**config.mk**
```make
export PLATFORM = sky130hd
export DESIGN_NAME = instr_buffer
export DESIGN_NICKNAME = d
export VERILOG_FILES = /design/src/rtl/accel_pkg.sv /design/src/rtl/instr_buffer_ram.sv /design/src/rtl/instr_buffer.sv
export SDC_FILE = /design/constraint.sdc
export NUM_CORES = 1
export LEC_CHECK = 0
export BUFFER_PORTS_ARGS = -buffer_cell sky130_fd_sc_hd__clkbuf_2
export CAP_MARGIN = 20
export CORE_ASPECT_RATIO = 0.5
export CORE_UTILIZATION = 45
export CTS_BUF_LIST = sky130_fd_sc_hd__clkbuf_16
export DETAILED_ROUTE_END_ITERATION = 6
export SLEW_MARGIN = 25
export SYNTH_ARGS = -nofsm -noshare
export SYNTH_HDL_FRONTEND = slang
export SYNTH_SLANG_ARGS = --single-unit
```
**constraint.sdc**
```tcl
create_clock -name clk -period 2.38 [get_ports clk]
set_clock_uncertainty 0.05 [all_clocks]
set_input_delay 0.238 -clock clk [delete_from_list [all_inputs] [get_ports clk]]
set_output_delay 0.238 -clock clk [all_outputs]
set_load 0.02 [all_outputs]
```
**src/rtl/accel_pkg.sv**
```systemverilog
// Shared types for the fetch/decode accelerator path.
package accel_pkg;

  localparam int INSTR_W = 16;

  typedef logic [INSTR_W-1:0] instr_t;

  typedef enum logic [1:0] {
    IDLE,
    ISSUE,
    WAIT_BUSY
  } buf_state_t;

endpackage

```
**src/rtl/instr_buffer_ram.sv**
```systemverilog
// DEPTH x DATA_W register array: synchronous write port, combinational read port.
module instr_buffer_ram
  import accel_pkg::*;
#(
  parameter int DEPTH  = 8,
  parameter int DATA_W = INSTR_W
) (
  input  logic                     clk,
  input  logic                     we_i,
  input  logic [$clog2(DEPTH)-1:0] waddr_i,
  input  logic [DATA_W-1:0]        wdata_i,
  input  logic [$clog2(DEPTH)-1:0] raddr_i,
  output logic [DATA_W-1:0]        rdata_o
);

  logic [DATA_W-1:0] mem_q [DEPTH];

  // Contents need no reset: the pointers and count define which entries are live.
  always_ff @(posedge clk) begin
    if (we_i) begin
      mem_q[waddr_i] <= wdata_i;
    end
  end

  assign rdata_o = mem_q[raddr_i];

endmodule

```
**src/rtl/instr_buffer.sv**
```systemverilog
// Instruction FIFO between fetcher and decoder, replaying entries with a start/ready handshake.
// Build option INSTR_BUFFER_STATS_EN adds occupancy and sticky overflow outputs.
//
// state     | meaning
// IDLE      | waiting for a stored entry and an idle decoder
// ISSUE     | out_start high for this single cycle
// WAIT_BUSY | waiting for the decoder to drop out_ready
module instr_buffer
  import accel_pkg::*;
#(
  parameter int DEPTH  = 8,
  parameter int DATA_W = INSTR_W
) (
  input  logic                     clk,
  input  logic                     reset,
  input  logic                     in_start,
  input  logic [DATA_W-1:0]        in_data,
  output logic                     in_ready,
  output logic                     out_start,
  output logic [DATA_W-1:0]        out_data,
  input  logic                     out_ready
`ifdef INSTR_BUFFER_STATS_EN
  ,
  output logic [$clog2(DEPTH):0]   occupancy,
  output logic                     overflow
`endif
);

  localparam int PW = $clog2(DEPTH);
  localparam int CW = PW + 1;

  logic [PW-1:0]     wr_ptr_q, wr_ptr_d;
  logic [PW-1:0]     rd_ptr_q, rd_ptr_d;
  logic [CW-1:0]     count_q, count_d;
  buf_state_t        state_q, state_d;
  logic              out_start_q, out_start_d;
  logic [DATA_W-1:0] out_data_q, out_data_d;
  logic [DATA_W-1:0] rd_data;
  logic              push;
  logic              pop;

  assign in_ready  = (count_q != CW'(DEPTH));
  assign push      = in_start && in_ready;
  assign out_start = out_start_q;
  assign out_data  = out_data_q;

  instr_buffer_ram #(
    .DEPTH  (DEPTH),
    .DATA_W (DATA_W)
  ) u_ram (
    .clk     (clk),
    .we_i    (push),
    .waddr_i (wr_ptr_q),
    .wdata_i (in_data),
    .raddr_i (rd_ptr_q),
    .rdata_o (rd_data)
  );

  always_comb begin
    state_d     = state_q;
    out_start_d = 1'b0;
    out_data_d  = out_data_q;
    pop         = 1'b0;
    case (state_q)
      IDLE: begin
        // Uses the registered count, so an entry pushed this edge is not yet poppable.
        if ((count_q != '0) && out_ready) begin
          pop         = 1'b1;
          out_start_d = 1'b1;
          out_data_d  = rd_data;
          state_d     = ISSUE;
        end
      end
      ISSUE:     state_d = WAIT_BUSY;
      WAIT_BUSY: if (!out_ready) state_d = IDLE;
      default:   state_d = IDLE;
    endcase
  end

  always_comb begin
    wr_ptr_d = push ? wr_ptr_q + PW'(1) : wr_ptr_q;
    rd_ptr_d = pop  ? rd_ptr_q + PW'(1) : rd_ptr_q;
    count_d  = count_q;
    case ({push, pop})
      2'b10:   count_d = count_q + CW'(1);
      2'b01:   count_d = count_q - CW'(1);
      default: count_d = count_q;
    endcase
  end

  always_ff @(posedge clk or posedge reset) begin
    if (reset) begin
      wr_ptr_q    <= '0;
      rd_ptr_q    <= '0;
      count_q     <= '0;
      state_q     <= IDLE;
      out_start_q <= 1'b0;
      out_data_q  <= '0;
    end else begin
      wr_ptr_q    <= wr_ptr_d;
      rd_ptr_q    <= rd_ptr_d;
      count_q     <= count_d;
      state_q     <= state_d;
      out_start_q <= out_start_d;
      out_data_q  <= out_data_d;
    end
  end

`ifdef INSTR_BUFFER_STATS_EN
  logic overflow_q;

  always_ff @(posedge clk or posedge reset) begin
    if (reset) begin
      overflow_q <= 1'b0;
    end else begin
      overflow_q <= overflow_q | (in_start & ~in_ready);
    end
  end

  assign occupancy = count_q;
  assign overflow  = overflow_q;
`endif

endmodule

```
* Word-level counts from Yosys, hierarchy flattened
Memory sizes are Yosys's and may differ from the RTL's. A register that Yosys moved wholly into a read port is not among the register bits.
Cells that the tools add are included.
** Storage, ports and cells
- Register bits after elaboration :: 13
- Memory bits (writable) :: 128
- Input port bits :: 20
- Output and inout bits :: 18
- Word-level logic and storage cells :: 32
- Memories kept :: 1
** Memory list
- u_ram.mem_q :: words 8, bits a word 16, rd ports 1, clocked after Yosys merged registers in 1, wr ports 1, line instr_buffer_ram.sv:16 : logic [DATA_W-1:0] mem_q [DEPTH];
** Cells by class
- $add $sub $neg :: 4
- Equal/unequal tests :: 7
- Muxes and demuxes :: 8
- Reductions and logical operators :: 7
** Operators by type and width (number)
- 4-bit case mux with 2 select lines :: 1
- 3-bit by 1-bit adder with 3-bit output (second input constant) :: 2
- 2-bit case mux with 3 select lines :: 1
- 4-bit by 1-bit adder with 4-bit output (second input constant) :: 1
- 2-bit by 1-bit equality test with 1-bit output (second input constant) :: 2
- 2-bit equality test (second input constant) :: 2
- 1-bit 2-to-1 mux :: 4
- 2-bit 2-to-1 mux :: 2
- 2-bit inequality test (second input constant) :: 2
- 4-bit inequality test (second input constant) :: 1
- 2-bit AND reduction :: 2
- 4-bit nonzero test :: 1
- 4-bit by 1-bit subtractor with 4-bit output (second input constant) :: 1
- 1-bit logical AND :: 2
- 2-bit zero test :: 1
- 2-bit nonzero test :: 1

* Longest topological paths before layout
- Word-level depth :: 6
- Depth in mapped cells :: 11
- Depth with buffers taken out :: 10

* By module
From an unflattened synthesis, not the netlist that was laid out.
** Second synthesis, totals
- Cells, all modules :: 292
- Area, all modules :: 6341.1 um^2
** Modules (own cells, without submodules)
- instr_buffer_ram :: instances 1, cells each 198, area an instance 4973.5 um^2, seq. area each 3843.7 um^2
- instr_buffer :: instances 1, cells each 94, area an instance 1367.6 um^2, seq. area each 725.7 um^2

* Worst setup path before layout
Ideal clock, no wire load.
- Path kind :: register to register
- Start point :: register count_q[1]
- End point :: memory u_ram.mem_q[0][0] (netlist bit), enable pin
- Setup time :: 0.409 ns
- Data arrival time :: 2.331 ns
- Data required time :: 1.921 ns
- Slack :: -0.410 ns
- Cell stages (with the launch flop) :: 5
- Path buffers :: 0
- Clock period less this slack :: 2.790 ns
- Path through :: dfrtp_1 -> or4b_1 -> nand2_1 -> or2_2 -> nor3_1
** On the way
- Word-level cells in the longest chain between the ends :: 4
** RTL lines
- start, declared :: line instr_buffer.sv:34 : logic [CW-1:0] count_q, count_d;
- start signal, assigned :: line instr_buffer.sv:102 : count_q <= count_d;
- 4-bit inequality test :: line instr_buffer.sv:42 : assign in_ready = (count_q != CW'(DEPTH));
- via in_ready :: line instr_buffer.sv:18 : output logic in_ready,
- 1-bit logical AND :: line instr_buffer.sv:43 : assign push = in_start && in_ready;
- 1-bit 2-to-1 mux :: line instr_buffer_ram.sv:20 : if (we_i) begin
- 1-bit 2-to-1 mux (implied by the code) :: line instr_buffer_ram.sv:21 : mem_q[waddr_i] <= wdata_i;
- end, declared :: line instr_buffer_ram.sv:16
The timed path passes the listed nets, and every way through them passes these cells.

* Worst setup path in the final report
- Start point :: register count_q[0]
- End point :: register count_q[3]
** On the way
- Word-level cells in the longest chain between the ends :: 6
- Elaborated cells on any way between the ends :: 12
- Classes of those cells :: add/sub (2); eq/ne (3); mux (3); reduce/logical (4)
** RTL lines
- 4-bit nonzero test * :: line instr_buffer.sv:67 : if ((count_q != '0) && out_ready) begin
- 1-bit logical AND * :: line instr_buffer.sv:67
- 1-bit 2-to-1 mux * (2 in series)
- via out_start_d :: line instr_buffer.sv:36 : logic out_start_q, out_start_d;
- 2-bit by 1-bit equality test with 1-bit output / 2-bit equality test (equally long branches) :: line instr_buffer.sv:84 : case ({push, pop})
- 4-bit case mux with 2 select lines / 2-bit nonzero test (equally long branches)
The timed path passes the listed nets; every way through them passes the cells marked *.
A chain may end at the register's enable or synchronous reset.

==> summary.md <==
| Metric | Value |
|---|---|
| Status | `complete, but fails checks` |
| Violations in the final reports | `design-rule violations` |
| GRT Resource Usage Total | `0.180` |
| Pins Over Slew Limit | `0` |
| Critical path fanouts, max | `6` |
| Non-filler cells, final | `550` |
| Final worst-path setup slack | `26.3 ps` |
| Number of port buffers | `37` |
| NetSw | `2.96 mW` |
| Average wire per cell in the routed design | `20.8 um` |
| Routability congestion estimate from global placement | `0.807` |
| Storage cell area | `4570 um^2` |
| GRT Residual Overflow | `0` |
| Initial DRC count | `183` |
| Maximum root-to-sink buffer count | `2` |
| Vias in the first global route | `3,241` |
| Post-synthesis cell count | `304` |
| Cell-internal power | `6.21 mW` |
| Number of inserted filler cells in the final layout | `1,004` |
| Top-area cell type share of the netlist area | `0.632` |
| Clk_lat worst skew | `420 ps` |
| Largest vdd supply drop | `0.647 mV` |
| Number of max-cap violations | `0` |
| Part of the power in the clock network | `0.282` |
| Worst setup SP type | `flop` |
| Leakage power summed over all cells | `2.61 nW` |
| Mapped cell area | `6080 um^2` |
| WP data arrival | `2640 ps` |
| Most instantiated flip-flop cell in the synthesis netlist | `sky130_fd_sc_hd__edfxtp_1` |
| Finish-stage setup viols | `0` |
| Vias per cell | `5.29` |
| Number of enable-type register cells in the synthesized netlist | `128` |
| Area overhead of the layout relative to synthesis | `19.0%` |
| Initial core utilization | `0.471` |
| Part of the total power dissipated in combinational logic | `0.298` |
| Crit path capture type | `flop` |
| Number of iterations in the first detailed-routing pass | `6` |
| Fin. Hold Viols | `0` |
| Top cells by area, synth | `sky130_fd_sc_hd__edfxtp_1 63%, sky130_fd_sc_hd__dfrtp_1 12%, sky130_fd_sc_hd__mux4_2 12%, sky130_fd_sc_hd__mux2i_1 2.8%, sky130_fd_sc_hd__o21ai_2 1.6%` |
| Top-count cell post-synth | `sky130_fd_sc_hd__edfxtp_1` |
| Hold Slack | `20.4 ps` |
| X dimension of the die | `166 um` |
| Initial antenna violation count | `0` |
| Placement Rows | `29` |
| Placeable core region | `12,900 um^2` |
| Final net count | `392` |
| Cell accounting for the most synthesized area | `sky130_fd_sc_hd__edfxtp_1` |
| Die Ht | `84.2 um` |
| H-tree depth reported by CTS | `4` |
| Number of clock sinks | `157` |
| Part of the total power dissipated in sequential elements | `0.420` |
| Post-detailed-placement half-perimeter wirelength | `6430 um` |
| Syn_area_per_cell | `20.0 um^2` |
| Post-route ant nets | `0` |
| Total via count after detailed routing | `2,909` |
| Wire length of the first global-routing pass | `18,100 um` |
| Cell types with the highest counts after synthesis | `128 x sky130_fd_sc_hd__edfxtp_1, 32 x sky130_fd_sc_hd__mux4_2, 29 x sky130_fd_sc_hd__dfrtp_1, 25 x sky130_fd_sc_hd__nand2_1, 17 x sky130_fd_sc_hd__mux2i_1` |
| CTS clock-pin slew for the worst setup and hold paths | `70 ps` |
| Headroom to the max-slew limit | `0.674` |
| Net Count, Synth | `329` |
| Yosys synthesis warning count | `0` |
| Worst Hold Depth | `3` |
| Area of the die | `14,000 um^2` |
| Number of inserted diodes | `0` |
| Largest net degree at the start of global routing | `36` |
| Worst hold-check path type | `in2reg` |
| Min Clock Period, post-route | `2350 ps` |
| Post-synthesis cell type count | `32` |
| CTS tree | `done` |
| Pre-CTS setup slack | `36.1 ps` |
| Transition time of the tightest slew-check pin | `489 ps` |
| Post-route DRC violation count | `3` |
| Total power divided by cell area | `1270 nW/um^2` |
| Number of ports placed on the die boundary | `38` |
| Synth Register Bits | `157` |
| Placed Cells | `515` |
| Share of final-layout standard cells stronger than drive strength 1 | `0.395` |
| Synth async-reset ratio | `0.185` |
| Maximum clock rate | `425 MHz` |
| Critical Path RT | `2670 ps` |
| Multi-input gate area in the final layout | `1470 um^2` |
| Master cell of the clock root buffer | `sky130_fd_sc_hd__clkbuf_16` |
| R2R depth | `8` |
| Share of synthesized area occupied by flip-flops and latches | `0.751` |
| TritonCTS Buffers | `17` |
| Net switching share of the total power | `0.322` |
| WL final | `11,500 um` |
| Crit share post-route | `0.989` |
| Critical path class | `reg2reg` |
[worst max-delay path, cell delays in order, from the launching register on]
cell and delay [ps]:
sky130_fd_sc_hd__dfrtp_2 440, sky130_fd_sc_hd__nor4_2 50, sky130_fd_sc_hd__or4b_4 490, sky130_fd_sc_hd__inv_2 110
sky130_fd_sc_hd__buf_4 130, sky130_fd_sc_hd__ha_2 310, sky130_fd_sc_hd__or3_1 370, sky130_fd_sc_hd__o32ai_2 160
sky130_fd_sc_hd__xor2_1 170
[final timing paths]
check,start,endpoint,slack (ps)
worst max-delay path,count_q[0]$_DFFE_PP0P_,count_q[3]$_DFFE_PP0P_,30
worst min-delay path,out_ready,state_q[1]$_DFFE_PP0P_,20
worst max register to register,count_q[0]$_DFFE_PP0P_,count_q[3]$_DFFE_PP0P_,30
worst min register to register,state_q[0]$_DFFE_PP0P_,state_q[1]$_DFFE_PP0P_,430
max in group asynchronous,reset,count_q[0]$_DFFE_PP0P_,1690
min in group asynchronous,reset,out_data[0]$_DFFE_PP0P_,330
[power by group through the flow]
stage               combinational (mW)  clock, mW  sequential [mW]
global placement                  2.63          0             3.85
global route                      2.97       2.75             3.91
detailed placement                2.70          0             3.89
finish                            2.73       2.59             3.85
CTS                               2.72       2.64             3.84
floorplan                         1.81          0             3.99
[cell usage in the layout, fill, tap and decap left out, drive strengths merged]
cell type / instances
a21oi: 2
or3: 1
dfrtp: 29
xor2: 4
nor3: 2
nand2b: 2
o21ai: 16
mux4: 32
nand2: 25
dlygate4sd3: 1
a31oi: 1
or2: 1
nor4: 1
clkbuf: 54
ha: 5
or4b: 2
inv: 15
nor2: 7
clkinvlp: 2
edfxtp: 128
nor2b: 3
buf: 20
xnor2: 4
mux2i: 17
clkinv: 1
mux2: 2
o32ai: 1
nand3: 2
[registers in the layout (all words and copies together), names as in the netlist]
register     flops
rd_ptr_q         3
out_data        16
count_q          4
state_q          2
out_start        1
wr_ptr_q         3
u_ram.mem_q    128
[cell type report]
cell class / count / area share
sequential: 157 / 0.631
multi-input combinational: 130 / 0.202
clock buffer: 17 / 0.0587
timing repair buffer: 58 / 0.0563
tap: 170 / 0.0294
clock inverter: 15 / 0.0202
inverter: 3 / 0.00155
[metrics by stage]
stage | power (mW) | instance area (um^2) | setup TNS [ps] | utilization
5_1_grt | 9.64 | 7240 | -27.5 | 0.561
4_1_cts | 9.20 | 7180 | 0 | 0.556
3_3_place_gp | 6.47 | 6600 | 0 | 0.511
3_5_place_dp | 6.60 | 6600 | 0 | 0.511
6_report | 9.17 | 7240 | 0 | 0.561
2_1_floorplan | 5.80 | 6100 | 0 | -
[layer usage]
layer  up-vias  part of all wire  global-route usage
li1       1335                 -                   -
met1      1520              0.47               0.244
met2        50              0.49               0.287
met3         4             0.033              0.0457
met4         0            0.0050              0.0657
met5         -                 0                   0
[kinds of logic after synthesis]
logic type      Yosys count  synth area share
xor+xnor                  8            0.0128
buf+inv                  17            0.0171
compound gates           20            0.0241
fa+ha+maj                 5            0.0103
flops                   157             0.751
mux                      51             0.150
simple gates             46            0.0346
[timing repair]
item                       4_1_cts  5_1_grt
buffers inserted                 0        2
hold endpoints to repair        29        0
resized for setup                0       11
hold buffers                     1        0
setup endpoints to repair        0        1
No activity file was read; power rests on OpenSTA's default activity.
